[src/rtl/addsub_pkg.sv]
// Shared constants and parameter legality check for the pipelined adder/subtractor.
package addsub_pkg;

  localparam logic MODE_ADD = 1'b0;
  localparam logic MODE_SUB = 1'b1;

  // Legal when the width splits evenly into 1..width slices.
  function automatic bit width_ok(input int unsigned width, input int unsigned stages);
    return (stages >= 1) && (stages <= width) && ((width % stages) == 0);
  endfunction

endpackage

[src/rtl/addsub_slice.sv]
// Combinational SW-bit adder slice with carry in/out; one per pipeline stage.
module addsub_slice #(
  parameter int unsigned SW = 4
) (
  input  logic [SW-1:0] a,
  input  logic [SW-1:0] b,
  input  logic          ci,
  output logic [SW-1:0] s,
  output logic          co
);

  localparam int unsigned SWP1 = SW + 1;

  logic [SW:0] w_sum;

  assign w_sum = SWP1'(a) + SWP1'(b) + SWP1'(ci);
  assign s     = w_sum[SW-1:0];
  assign co    = w_sum[SW];

endmodule

[src/rtl/pipelined_addsub.sv]
// Pipelined WIDTH-bit adder/subtractor: one SW-bit slice per stage, carry registered
// between stages, valid/ready on both sides with a single global advance enable.
module pipelined_addsub
  import addsub_pkg::*;
#(
  parameter int unsigned WIDTH  = 16,
  parameter int unsigned STAGES = 4
) (
  input  logic             clk,
  input  logic             rst,
  input  logic [WIDTH-1:0] A,
  input  logic [WIDTH-1:0] B,
  input  logic             Cin,
  input  logic             Sub,
  input  logic             in_valid,
  output logic             in_ready,
  output logic [WIDTH-1:0] Z,
  output logic             Cout,
  output logic             Ovf,
  output logic             Zero,
  output logic             out_valid,
  input  logic             out_ready
);

  localparam int unsigned SW  = WIDTH / STAGES;
  localparam int unsigned MSB = WIDTH - 1;

  if (!width_ok(WIDTH, STAGES)) begin : g_bad_params
    $error("pipelined_addsub: WIDTH must be a multiple of STAGES and STAGES in 1..WIDTH");
  end

  logic                          w_adv;
  logic [WIDTH-1:0]              w_b_eff;
  logic                          w_cin_eff;
  logic [STAGES-1:0][WIDTH-1:0]  w_a_in;
  logic [STAGES-1:0][WIDTH-1:0]  w_b_in;
  logic [STAGES-1:0][WIDTH-1:0]  w_z_in;
  logic [STAGES-1:0][WIDTH-1:0]  w_z_nxt;
  logic [STAGES-1:0]             w_c_in;
  logic [STAGES-1:0]             w_co;
  logic [STAGES-1:0][SW-1:0]     w_s;
  logic [WIDTH-1:0]              w_z_fin;
  logic                          w_ovf;
  logic                          w_zero;
  logic                          w_unused_ops;

  logic [STAGES-1:0]             r_vld;
  logic [STAGES-1:0][WIDTH-1:0]  r_a;
  logic [STAGES-1:0][WIDTH-1:0]  r_b;
  logic [STAGES-1:0][WIDTH-1:0]  r_z;
  logic [STAGES-1:0]             r_c;
  logic                          r_ovf;
  logic                          r_zero;

  // Whole pipeline moves together; bubbles shift too, so only the output end can stall it.
  assign w_adv     = !r_vld[STAGES-1] || out_ready;
  assign in_ready  = w_adv;
  assign w_b_eff   = (Sub == MODE_SUB) ? ~B : B;
  assign w_cin_eff = (Sub == MODE_SUB) ? ~Cin : Cin;

  for (genvar k = 0; k < STAGES; k++) begin : g_stage
    if (k == 0) begin : g_first
      assign w_a_in[k] = A;
      assign w_b_in[k] = w_b_eff;
      assign w_c_in[k] = w_cin_eff;
      assign w_z_in[k] = '0;
    end else begin : g_next
      assign w_a_in[k] = r_a[k-1];
      assign w_b_in[k] = r_b[k-1];
      assign w_c_in[k] = r_c[k-1];
      assign w_z_in[k] = r_z[k-1];
    end

    addsub_slice #(.SW(SW)) u_slice (
      .a  (w_a_in[k][k*SW +: SW]),
      .b  (w_b_in[k][k*SW +: SW]),
      .ci (w_c_in[k]),
      .s  (w_s[k]),
      .co (w_co[k])
    );

    // Slices at and above k are still zero, so OR-ing places this stage's sum.
    assign w_z_nxt[k] = w_z_in[k] | (WIDTH'(w_s[k]) << (k * SW));
  end

  assign w_z_fin = w_z_nxt[STAGES-1];
  assign w_ovf   = (w_a_in[STAGES-1][MSB] == w_b_in[STAGES-1][MSB]) &&
                   (w_z_fin[MSB] != w_a_in[STAGES-1][MSB]);
  assign w_zero  = (w_z_fin == '0);

  // Last stage's operand copies have no consumer.
  assign w_unused_ops = ^{r_a[STAGES-1], r_b[STAGES-1]};

  always_ff @(posedge clk or posedge rst) begin
    if (rst) begin
      r_vld  <= '0;
      r_a    <= '0;
      r_b    <= '0;
      r_z    <= '0;
      r_c    <= '0;
      r_ovf  <= 1'b0;
      r_zero <= 1'b0;
    end else if (w_adv) begin
      r_vld  <= (r_vld << 1) | STAGES'(in_valid);
      r_a    <= w_a_in;
      r_b    <= w_b_in;
      r_z    <= w_z_nxt;
      r_c    <= w_co;
      r_ovf  <= w_ovf;
      r_zero <= w_zero;
    end
  end

  assign Z         = r_z[STAGES-1];
  assign Cout      = r_c[STAGES-1];
  assign Ovf       = r_ovf;
  assign Zero      = r_zero;
  assign out_valid = r_vld[STAGES-1];

endmodule
[config.mk]
export PLATFORM = sky130hd
export DESIGN_NAME = pipelined_addsub
export DESIGN_NICKNAME = d
export VERILOG_FILES = /design/src/rtl/addsub_pkg.sv /design/src/rtl/addsub_slice.sv /design/src/rtl/pipelined_addsub.sv
export SDC_FILE = /design/constraint.sdc
export NUM_CORES = 1
export LEC_CHECK = 0
export ABC_CLOCK_PERIOD_IN_PS = 4200
export BUFFER_PORTS_ARGS = -buffer_cell sky130_fd_sc_hd__buf_2
export CELL_PAD_IN_SITES_DETAIL_PLACEMENT = 0
export CELL_PAD_IN_SITES_GLOBAL_PLACEMENT = 2
export CORE_MARGIN = 1.5
export CORE_UTILIZATION = 38
export CTS_CLUSTER_DIAMETER = 40
export DETAILED_ROUTE_END_ITERATION = 10
export HOLD_SLACK_MARGIN = 0.08
export PLACE_DENSITY = 0.95
export SLEW_MARGIN = 20
export SYNTH_ARGS = -nofsm -noshare
export SYNTH_HDL_FRONTEND = slang
export SYNTH_SLANG_ARGS = --single-unit
[constraint.sdc]
create_clock -name clk -period 4.2 [get_ports clk]
set_clock_uncertainty 0.05 [all_clocks]
set_input_delay 0.21 -clock clk [delete_from_list [all_inputs] [get_ports clk]]
set_output_delay 0.21 -clock clk [all_outputs]
set_load 0.05 [all_outputs]
# Yosys cells after proc, flatten, opt, wreduce, memory -nomap -nowiden
# Index checks and enable logic that the tools add are counted.
totals:
  register_bits: 158
  inputBits: 38
  output_inout_bits: 21
  wordCells: 36
classes:
  add_sub_neg: 8
  n_eq_ne: 2
  n_mux: 2
  bitwise_logic: 6
  n_reduce_logical: 4
op_table:
  columns: ["cell", "n"]
  rows:
  - ["4-bit by 4-bit adder with 5-bit output", 4]
  - ["5-bit by 1-bit adder with 5-bit output", 4]
  - ["16-bit logical NOT", 1]
  - ["16-bit 2-to-1 mux", 1]
  - ["16-bit NOT", 1]
  - ["16-bit by 12-bit bitwise OR with 16-bit output", 1]
  - ["16-bit bitwise OR", 1]
  - ["4-bit by 8-bit bitwise OR with 8-bit output", 1]
  - ["4-bit by 1-bit bitwise OR with 4-bit output", 1]
  - ["1-bit equality test", 1]
  - ["1-bit logical AND", 1]
  - ["1-bit logical NOT", 1]
  - ["1-bit logical OR", 1]
  - ["1-bit 2-to-1 mux", 1]
  - ["1-bit != test", 1]
  - ["1-bit NOT", 1]

# Longest topological paths before layout
# Gate-level depths: netlist of the first run.
logic_depth:
  ltp_word: 5
  depth_mapped: 8
  depth_no_buf: 6

# By module
# A second synthesis of the first run with hierarchy kept.
unflattened:
  cells_unflattened: 507
  area_unflattened_um2: 4568.1
modules_own_cells:
  columns: ["mod", "n_inst", "cells_per_inst", "area_per_inst_um2", "seq_area_each_um2"]
  rows:
  - ["pipelined_addsub", 1, 443, 3992.6, 2452.4]
  - ["addsub_slice", 4, 16, 143.9, 0.0]

# Worst setup path after synthesis of the first run
# OpenSTA, ideal clock, no wires.
synth_path:
  path_kind: "input to register"
  from: "input port Sub"
  to: "register r_c[0]"
  setup_ns: 0.140
  arrival_ns: 1.859
  required_ns: 4.010
  path_slack_ns: 2.150
  stages: 8
  n_path_buf: 2
  cell_sequence: "buf_4 buf_6 xor2_1 fa_1 fa_1 a21o_1 a21oi_1 a21oi_1"
synth_between:
  elab_chain_cells: 3
  elab_cells_between_ends: 4
  cone_classes: "2 x add/sub; 2 x mux"
synth_lines:
  columns: ["element", "line_no", "rtl"]
  rows:
  - ["from (decl)", "pipelined_addsub.sv:14", "input logic Sub,"]
  - ["16-bit 2-to-1 mux", "pipelined_addsub.sv:58", "assign w_b_eff = (Sub == MODE_SUB) ? ~B : B;"]
  - ["4-bit by 4-bit adder with 5-bit output", "addsub_slice.sv:16", "assign w_sum = SWP1'(a) + SWP1'(b) + SWP1'(ci);"]
  - ["5-bit by 1-bit adder with 5-bit output *", "addsub_slice.sv:16", null]
  - ["to (signal assigned)", "pipelined_addsub.sv:108", "r_c <= w_co;"]
  - ["to (decl)", "pipelined_addsub.sv:51", "logic [STAGES-1:0] r_c;"]
# Every way passes the cells marked *; elsewhere a longest branch is shown, timed or not.
# A chain may end at the register's enable or synchronous reset.

# Worst setup path after layout of the first run
layout_path:
  from: "register r_vld[3]"
  to: "output port in_ready"
layout_between:
  elab_chain_cells: 2
layout_lines:
  columns: ["element", "line_no", "rtl"]
  rows:
  - ["from (decl)", "pipelined_addsub.sv:47", "logic [STAGES-1:0] r_vld;"]
  - ["from (signal assigned)", "pipelined_addsub.sv:104", "r_vld <= (r_vld << 1) | STAGES'(in_valid);"]
  - ["1-bit logical NOT", "pipelined_addsub.sv:56", "assign w_adv = !r_vld[STAGES-1] || out_ready;"]
  - ["1-bit logical OR", "pipelined_addsub.sv:56", null]
  - ["to (decl)", "pipelined_addsub.sv:16", "output logic in_ready,"]
# Every way passes these cells.

==> run metrics, run 1 <==
status=complete, no violations; routed vias/inst=between 4 and 5; worst setup margin=2.05 ns; GP Congestion=0.747; DR iter-0 viols=between 100 and 150; max_cap viols=0; Reg2Reg Setup Slack=2.19 ns; full die area=0.0124 mm^2; Slew @ Worst Pin=1.02 ns; CTS H-tree lvls=3; Mapped Area=0.00447 mm^2; Sink Count=98; top cell type by total area after synthesis=dfrtp_1; Worst setup EP type=primary output; reg2reg path depth=6; class of the worst hold path=primary input to register; CTS max path bufs=2; final hold vios=0; Total Routing Usage GR=13.6%; Synth Warn #=0; Comb power frac=between 30% and 40%; commonest non-fill, non-tap cell in the layout=nand2_1; CTS buffer count=9; relative slew slack=32.0%; Core ar.=approximately 0.011 mm^2; Clock Latency Late Sink=approximately 0.34 ns; internal power=2.32 mW; Post-DRT Antenna Nets=0; Seq cells post-synth=98; Final Cell Area=~0.0051 mm^2; CP arrival=1.89 ns; FMAX=466 MHz; WL met1=4.01 mm; # IOs=59; Reg power frac=40.8%; Placed Cells incl. Taps=639; routed len/inst=11.7 um; root buffer cell=clkbuf_16; Die Width=111 um; antenna violations before repair=0; top post-synthesis cells by area=dfrtp_1 55%, nand2_1 19%, fa_1 3.6%; Pleak=~2.7 nW; First-pass DRT Iterations=4; TritonCTS clock tree=built; GRT Residual Overflow=0; Port Buffers=between 50 and 60; Syn Nets=about 530; ys async rst share=100%; Cell Area, Placed=0.00468 mm^2; setup bufs post-CTS=0; Initial Util=39.0%; die height=111 um; final slew viol count=0; antenna diode count=0; top_reg_cell synth=dfrtp_1; Area Growth Syn to Fin=14.5%; post-CTS resize count=0; Detail Placement HPWL=4.98 mm; Layout Nets=579; Synth top area share=54.8%; critical path's slowest cell=inv_4; Worst-path clk slew=0.07 ns; number of synthesized flops with an enable pin=0; Clk network pwr share=20.3%; Hold Crit Endpoint=r_b[8]; share of cells above drive strength 1=15.2%; pre-CTS setup slack=1.89 ns; top sig layer=met4; synth unique cells=25; critical path type=register to primary output; P per Cell Area=771 mW/mm^2; CP Data Required Time=~3.9 ns; most frequent cells in the layout=228 x nand2_1, 98 x dfrtp_1, 58 x buf_2, 20 x o21ai_0; fin util=around 45%; Overall Power=between 3 and 4 mW; hold wc startpoint=B[8]; unrepaired setup endpoints after global routing=false; Residual DRC=0; worst hold path depth=3; worst vdd ir=0.825 mV; Routed met3 length=approximately 280 um; R2R Path End=Zero; met2 routed wirelength=3.35 mm; pin count of the biggest net entering global routing=108; Tcrit/Tclk final=between 50% and 60%; crit path cell chain=nor2b_4, inv_4, buf_2; switching pwr=1.63 mW; DR vias=about 3000; final period demand of the worst path=2.15 ns; Sw Share=41.2%; WL final=7.80 mm; worst hold margin=roughly 0.10 ns; Setup-failing EPs final=0; post-route setup TNS=0 ns; first-pass GRT wire length=13.8 mm; Worst Setup Start Kind=register; Seq/Total Area, Yosys=54.8%; Avg Inst Size Synth=9.42 um^2; FP Rows=39; Cells after Synth=475; Post-Layout Cell Count=669; R2R Path Start=r_c[2]; vias in the first global route=2921; CP max FO=88; delay of the slowest cell on the worst path=0.60 ns; CTS Hold Bufs=14
[flip-flops by register name (all words and copies together) (netlist names)]
signal / count
Ovf: 1
r_z: 24
Z: 16
r_b: 24
r_c: 4
Zero: 1
r_a: 24
r_vld: 4
[area by class of cell]
type                    count  area, um^2
clock buffers              10         239
clock inverters             6        56.3
fillers                  1123        6350
inverters                   5        23.8
multi-input cells         333        1720
flip-flops and latches     98        2450
well taps                 143         179
repair buffers             74         445
[power groups by stage]
| stage | clock, mW | combinational, mW | sequential, mW |
|---|---|---|---|
| final | 0.802 | 1.54 | 1.61 |
| after global routing | 0.865 | 1.74 | 1.68 |
| after CTS | 0.824 | 1.55 | 1.62 |
| after detailed placement | 0 | 1.54 | 1.63 |
| after global placement | 0 | 1.50 | 1.62 |
| after floorplan | 0 | 1.33 | 1.61 |
[cell usage after synthesis, drive strengths merged, types with 2 or more instances]
master and number:
a21o 7, nor2 9, nor2b 2, o21ai 20, a21oi 13, nor4 3, inv 5, buf 38
xor2 12, nand2 228, xnor2 14, dfrtp 98, fa 8, ha 12
[metal layers]
metal | vias up | track usage [%]
met5 | - | 0
met4 | 0 | 5.74
met3 | 13 | 2.99
met2 | 52 | 19.9
met1 | 1347 | 19.6
li1 | 1564 | -
[how the worst max path moves through the flow]
stage | startpoint | end | slack (ns)
finish | r_vld[3] | in_ready | 2.05
global route | r_vld[3] | in_ready | 1.92
CTS | r_vld[3] | in_ready | 2.04
detailed placement | Sub | r_c[0] | 1.89
global placement | Sub | r_c[0] | 1.98
floorplan | rst | Ovf | 1.38
[kinds of logic (layout without fill, tap and decap cells)]
logic type | count (synthesis) | in the layout | synth area share (%)
AO/OA/AOI/OAI | 43 | 43 | 5.48
XOR/XNOR | 26 | 26 | 5.09
adder cells (fa/ha/maj) | 20 | 20 | 6.94
buffers and inverters | 44 | 95 | 6.74
flip-flops | 98 | 98 | 54.8
AND/OR/NAND/NOR | 244 | 244 | 20.9
[worst max-delay path: cells and delay by family (launching register included)]
family        cells  cell delay (ns)
buf+inv           2             1.00
simple gates      1             0.14
flops             1             0.38
No activity file was read; power rests on OpenSTA's default activity.
==> inputs of run 2 (changes only) <==
ABC_CLOCK_PERIOD_IN_PS = 2000   (was 4200)
CORE_UTILIZATION = 36   (was 38)
PLACE_DENSITY = 0.92   (was 0.95)
clock period = 2 ns   (was 4.2 ns; I/O delays follow)
==> run metrics, run 2 (synthesized netlist as in run 1, its figures left out) <==
status=complete, no violations; routed vias/inst=4.25; CP endpoint=Zero; final slew viol count=0; critical path's slowest cell=fa_1; Slew @ Worst Pin=around 0.6 ns; Worst setup EP type=register; reg2reg path depth=6; register area=0.00245 mm^2; First-pass DRT Iterations=4; Area Growth Syn to Fin=20.3%; TritonCTS clock tree=built; relative slew slack=about three fifths; final hold vios=0; critical path startpoint=r_c[2]; antenna diode count=0; Total Routing Usage GR=13.4%; Core ar.=~0.012 mm^2; CP Data Required Time=2.23 ns; FMAX=515 MHz; vias in the first global route=3120; Largest delay share family, worst path=adder cells; CP max FO=2; Sink Count=approximately 100; Residual DRC=0; FP Rows=40; WL final=7.97 mm; GP Congestion=0.789; critical path type=register to register; CTS max path bufs=2; R2R Path Start=r_c[2]; root buffer cell=clkbuf_16; worst hold margin=0.121 ns; first-pass GRT wire length=14.1 mm; Pleak=2.75 nW; full die area=0.0131 mm^2; CP bufs+invs=0; DR iter-0 viols=156; CTS buffer count=9; # IOs=59; Initial Util=37.1%; Clock Latency Late Sink=roughly 0.34 ns; unrepaired setup endpoints after global routing=true; post-route setup TNS=0 ns; Layout Nets=598; routed len/inst=11.2 um; R2R Path End=Zero; CTS H-tree lvls=3; Worst-path clk slew=0.06 ns; crit path cell chain=fa_2, fa_1, nor4_2, nand4_1, nor2_1, a22o_1; share of cells above drive strength 1=16.3%; class of the worst hold path=primary input to register; GRT Residual Overflow=0; Tcrit/Tclk final=97.0%; Detail Placement HPWL=5.45 mm; Crit path depth=6; DR vias=3032; footprint of the multi-input gates=about 0.0017 mm^2; antenna violations before repair=0; max_cap viols=0; commonest non-fill, non-tap cell in the layout=nand2_1; Port Buffers=58; delay of the slowest cell on the worst path=around 0.48 ns; setup bufs post-CTS=0; worst vdd ir=0.477 mV; most frequent cells in the layout=228 x nand2_1, 98 x dfrtp_1, 58 x buf_2, 26 x dlygate4sd3_1, 20 x o21ai_0; Reg2Reg Setup Slack=0.06 ns; Setup-failing EPs final=0; biggest regs=r_a (24), r_b (24), r_z (24); P per Cell Area=1580 mW/mm^2; die height=around 110 um; Worst Setup Start Kind=register; pin count of the biggest net entering global routing=between 100 and 150; filler cell count=1212; final period demand of the worst path=1.94 ns; Die Width=114 um; Post-DRT Antenna Nets=0; CP arrival=approximately 2.2 ns
run 2: worst min-delay path by stage:
stage / slack, ns / start / to / cells after the start
detailed placement: 0.17 / rst / r_z[33] / 2
CTS: 0.12 / A[0] / r_z[0] / 4
global placement: 0.17 / rst / r_z[33] / 2
finish: 0.12 / A[0] / r_z[0] / 4
floorplan: 0.16 / A[10] / r_a[10] / 2
global route: 0.14 / A[3] / r_c[0] / 4
run 2: area by class of cell:
type / count / share of cell area [%]
Sequential cell: 98 / 45.6
Multi-Input combinational cell: 333 / 32.2
Timing Repair Buffer: 93 / 11.9
Clock buffer: 9 / 4.18
Tap cell: 168 / 3.91
Clock inverter: 7 / 1.74
Inverter: 5 / 0.465
run 2: per-stage QoR:
step	cell area [um^2]	power, mW	setup slack [ns]	instances	utilization [%]
after global routing	5380	9.21	-0.0819	713	44.6
after floorplan	4480	6.19	0.0605	475	-
after CTS	5370	8.59	0.00186	713	44.6
after global placement	4790	6.63	0.0624	671	39.8
final	5380	8.51	0.0591	713	44.6
after detailed placement	4790	6.71	0.0274	671	39.8
run 2: worst register-to-register path, stage by stage (launching register included):
cell and delay, ns:
dfrtp_1 0.41, fa_2 0.42, fa_1 0.48, nor4_2 0.15
nand4_1 0.12, nor2_1 0.12, a22o_1 0.13
run 2: metal layers:
layer / vias to the layer above / track usage (%) / part of all wire [%]
li1: 1598 / - / -
met5: - / 0 / 0
met2: 51 / 21.4 / 44
met1: 1373 / 18.2 / 51
met4: 0 / 5.00 / 1.4
met3: 10 / 2.38 / 3.2
run 2: power breakdown:
group          internal (mW)  switching, mW
clock                   1.09          0.723
sequential              2.86          0.539
combinational           1.19           2.10
total                   5.14           3.36
run 2: what timing repair did:
action,in CTS,in global routing
hold endpoints to repair,52,0
resized for setup,0,2
hold buffers,26,0
endpoints found under the setup margin,0,1
==> inputs of run 3 (changes only) <==
CORE_UTILIZATION = 26   (was 36)
PLACE_DENSITY = 0.73   (was 0.92)
==> run metrics, run 3 (synthesized netlist as in run 1, its figures left out) <==
status=complete, no violations; biggest regs=r_a (24), r_b (24), r_z (24); die height=134 um; final hold vios=0; CTS buffer count=9; Detail Placement HPWL=about 5.8 mm; reg2reg path depth=6; fin util=about 32%; Core ar.=0.0167 mm^2; P per Cell Area=1550 mW/mm^2; Sink Count=98; WL final=8.56 mm; Total Routing Usage GR=10.4%; CP max FO=2; # IOs=between 50 and 60; met1 usage in global routing=between 10% and 20%; worst vdd ir=0.644 mV; vias in the first global route=~3200; critical path type=register to register; gr busiest metal=met2; class of the worst hold path=primary input to register; CP arrival=between 2 and 2.5 ns; R2R Path Start=r_c[2]; first-pass GRT wire length=15.1 mm; routed vias/inst=3.99; Slew @ Worst Pin=0.541 ns; share of cells above drive strength 1=15.3%; hold wc startpoint=A[0]; register area=0.00245 mm^2; antenna diode count=0; Initial Util=between 20% and 30%; Worst Setup Start Kind=register; final slew viol count=0; met2 Track Usage GR=15.6%; R2R Path End=Zero; FMAX=521 MHz; full die area=0.0180 mm^2; max_cap viols=0; root buffer cell=clkbuf_16; Worst setup EP type=register; pin count of the biggest net entering global routing=108; DR vias=slightly above 3000; relative slew slack=63.9%; Worst-path clk slew=0.06 ns; worst hold path depth=4; GP Congestion=~0.73; GRT Residual Overflow=0; Post-DRT Antenna Nets=0; Setup-failing EPs final=0; TritonCTS clock tree=built; Layout Nets=596; Reg2Reg Setup Slack=0.08 ns; routed len/inst=11.2 um; critical path startpoint=r_c[2]; Tcrit/Tclk final=95.9%; unrepaired setup endpoints after global routing=true; Clock Latency Late Sink=~0.33 ns; DR iter-0 viols=141; Area Growth Syn to Fin=20.6%; First-pass DRT Iterations=4; Die Width=134 um; final period demand of the worst path=1.92 ns; CTS max path bufs=2; CP Data Required Time=2.22 ns; FP Rows=47; Port Buffers=58; Hold Crit Endpoint=r_z[0]; Residual DRC=0; Final Cell Area=0.00539 mm^2; Pleak=2.74 nW; Cell Area, Placed=slightly below 0.005 mm^2; most frequent cells in the layout=228 x nand2_1, 98 x dfrtp_1, 58 x buf_2, 26 x dlygate4sd3_1, 20 x o21ai_0; CTS H-tree lvls=3; antenna violations before repair=0; footprint of the multi-input gates=0.00173 mm^2; commonest non-fill, non-tap cell in the layout=nand2_1; filler cell count=1822; met3 Use GR=2.15%
## run 3: layout make-up
type                            count  share of cell area, %
Timing Repair Buffer               91                   11.6
Inverter                            5                  0.464
Tap cell                          220                   5.10
Sequential cell                    98                   45.5
Multi-Input combinational cell    333                   32.0
Clock buffer                       12                   4.57
Clock inverter                      3                  0.742
## run 3: power breakdown
group	switching (mW)	total, mW	internal, mW
clock network	0.683	1.68	0.993
registers	0.534	3.39	2.86
logic	2.13	3.31	1.18
total	3.35	8.38	5.03
## run 3: per-layer routing
layer | vias to the layer above | wire [um]
li1 | 1596 | -
met1 | 1385 | 4530
met2 | 53 | 3610
met3 | 8 | 309
met4 | 0 | 108
met5 | - | 0
## run 3: worst max-delay path by stage
stage / end / slack [ns] / depth (start not counted)
2_1_floorplan: r_c[0] / 0.06 / 8
3_3_place_gp: Zero / 0.03 / 6
3_5_place_dp: Zero / 0.03 / 6
4_1_cts: Zero / 0.006 / 6
5_1_grt: Zero / -0.02 / 6
6_report: Zero / 0.08 / 6
## run 3: critical path: stages (launching register included)
cell and delay, ns:
dfrtp_1 0.40, fa_2 0.41, fa_1 0.47, nor4_1 0.18, nand4_1 0.12, nor2_1 0.11, a22o_1 0.12
## run 3: what timing repair did
action                     in CTS  in global routing
setup endpoints to repair       0                  1
hold endpoints to repair      123                  0
hold buffers                   26                  0
resized for setup               0                  1
setup buffers                   0                  0
## run 3: through the flow
| stage | hold slack [ns] | setup WS (ns) | std cells | power [mW] | setup TNS (ns) |
|---|---|---|---|---|---|
| floorplan | 0.162 | 0.0605 | 475 | 6.19 | 0 |
| global placement | 0.247 | 0.0349 | 721 | 6.70 | 0 |
| detailed placement | 0.243 | 0.0298 | 721 | 6.77 | 0 |
| CTS | 0.113 | 0.00639 | 762 | 8.54 | 0 |
| global route | 0.138 | -0.0188 | 762 | 9.12 | -0.0188 |
| finish | 0.123 | 0.0823 | 762 | 8.38 | 0 |
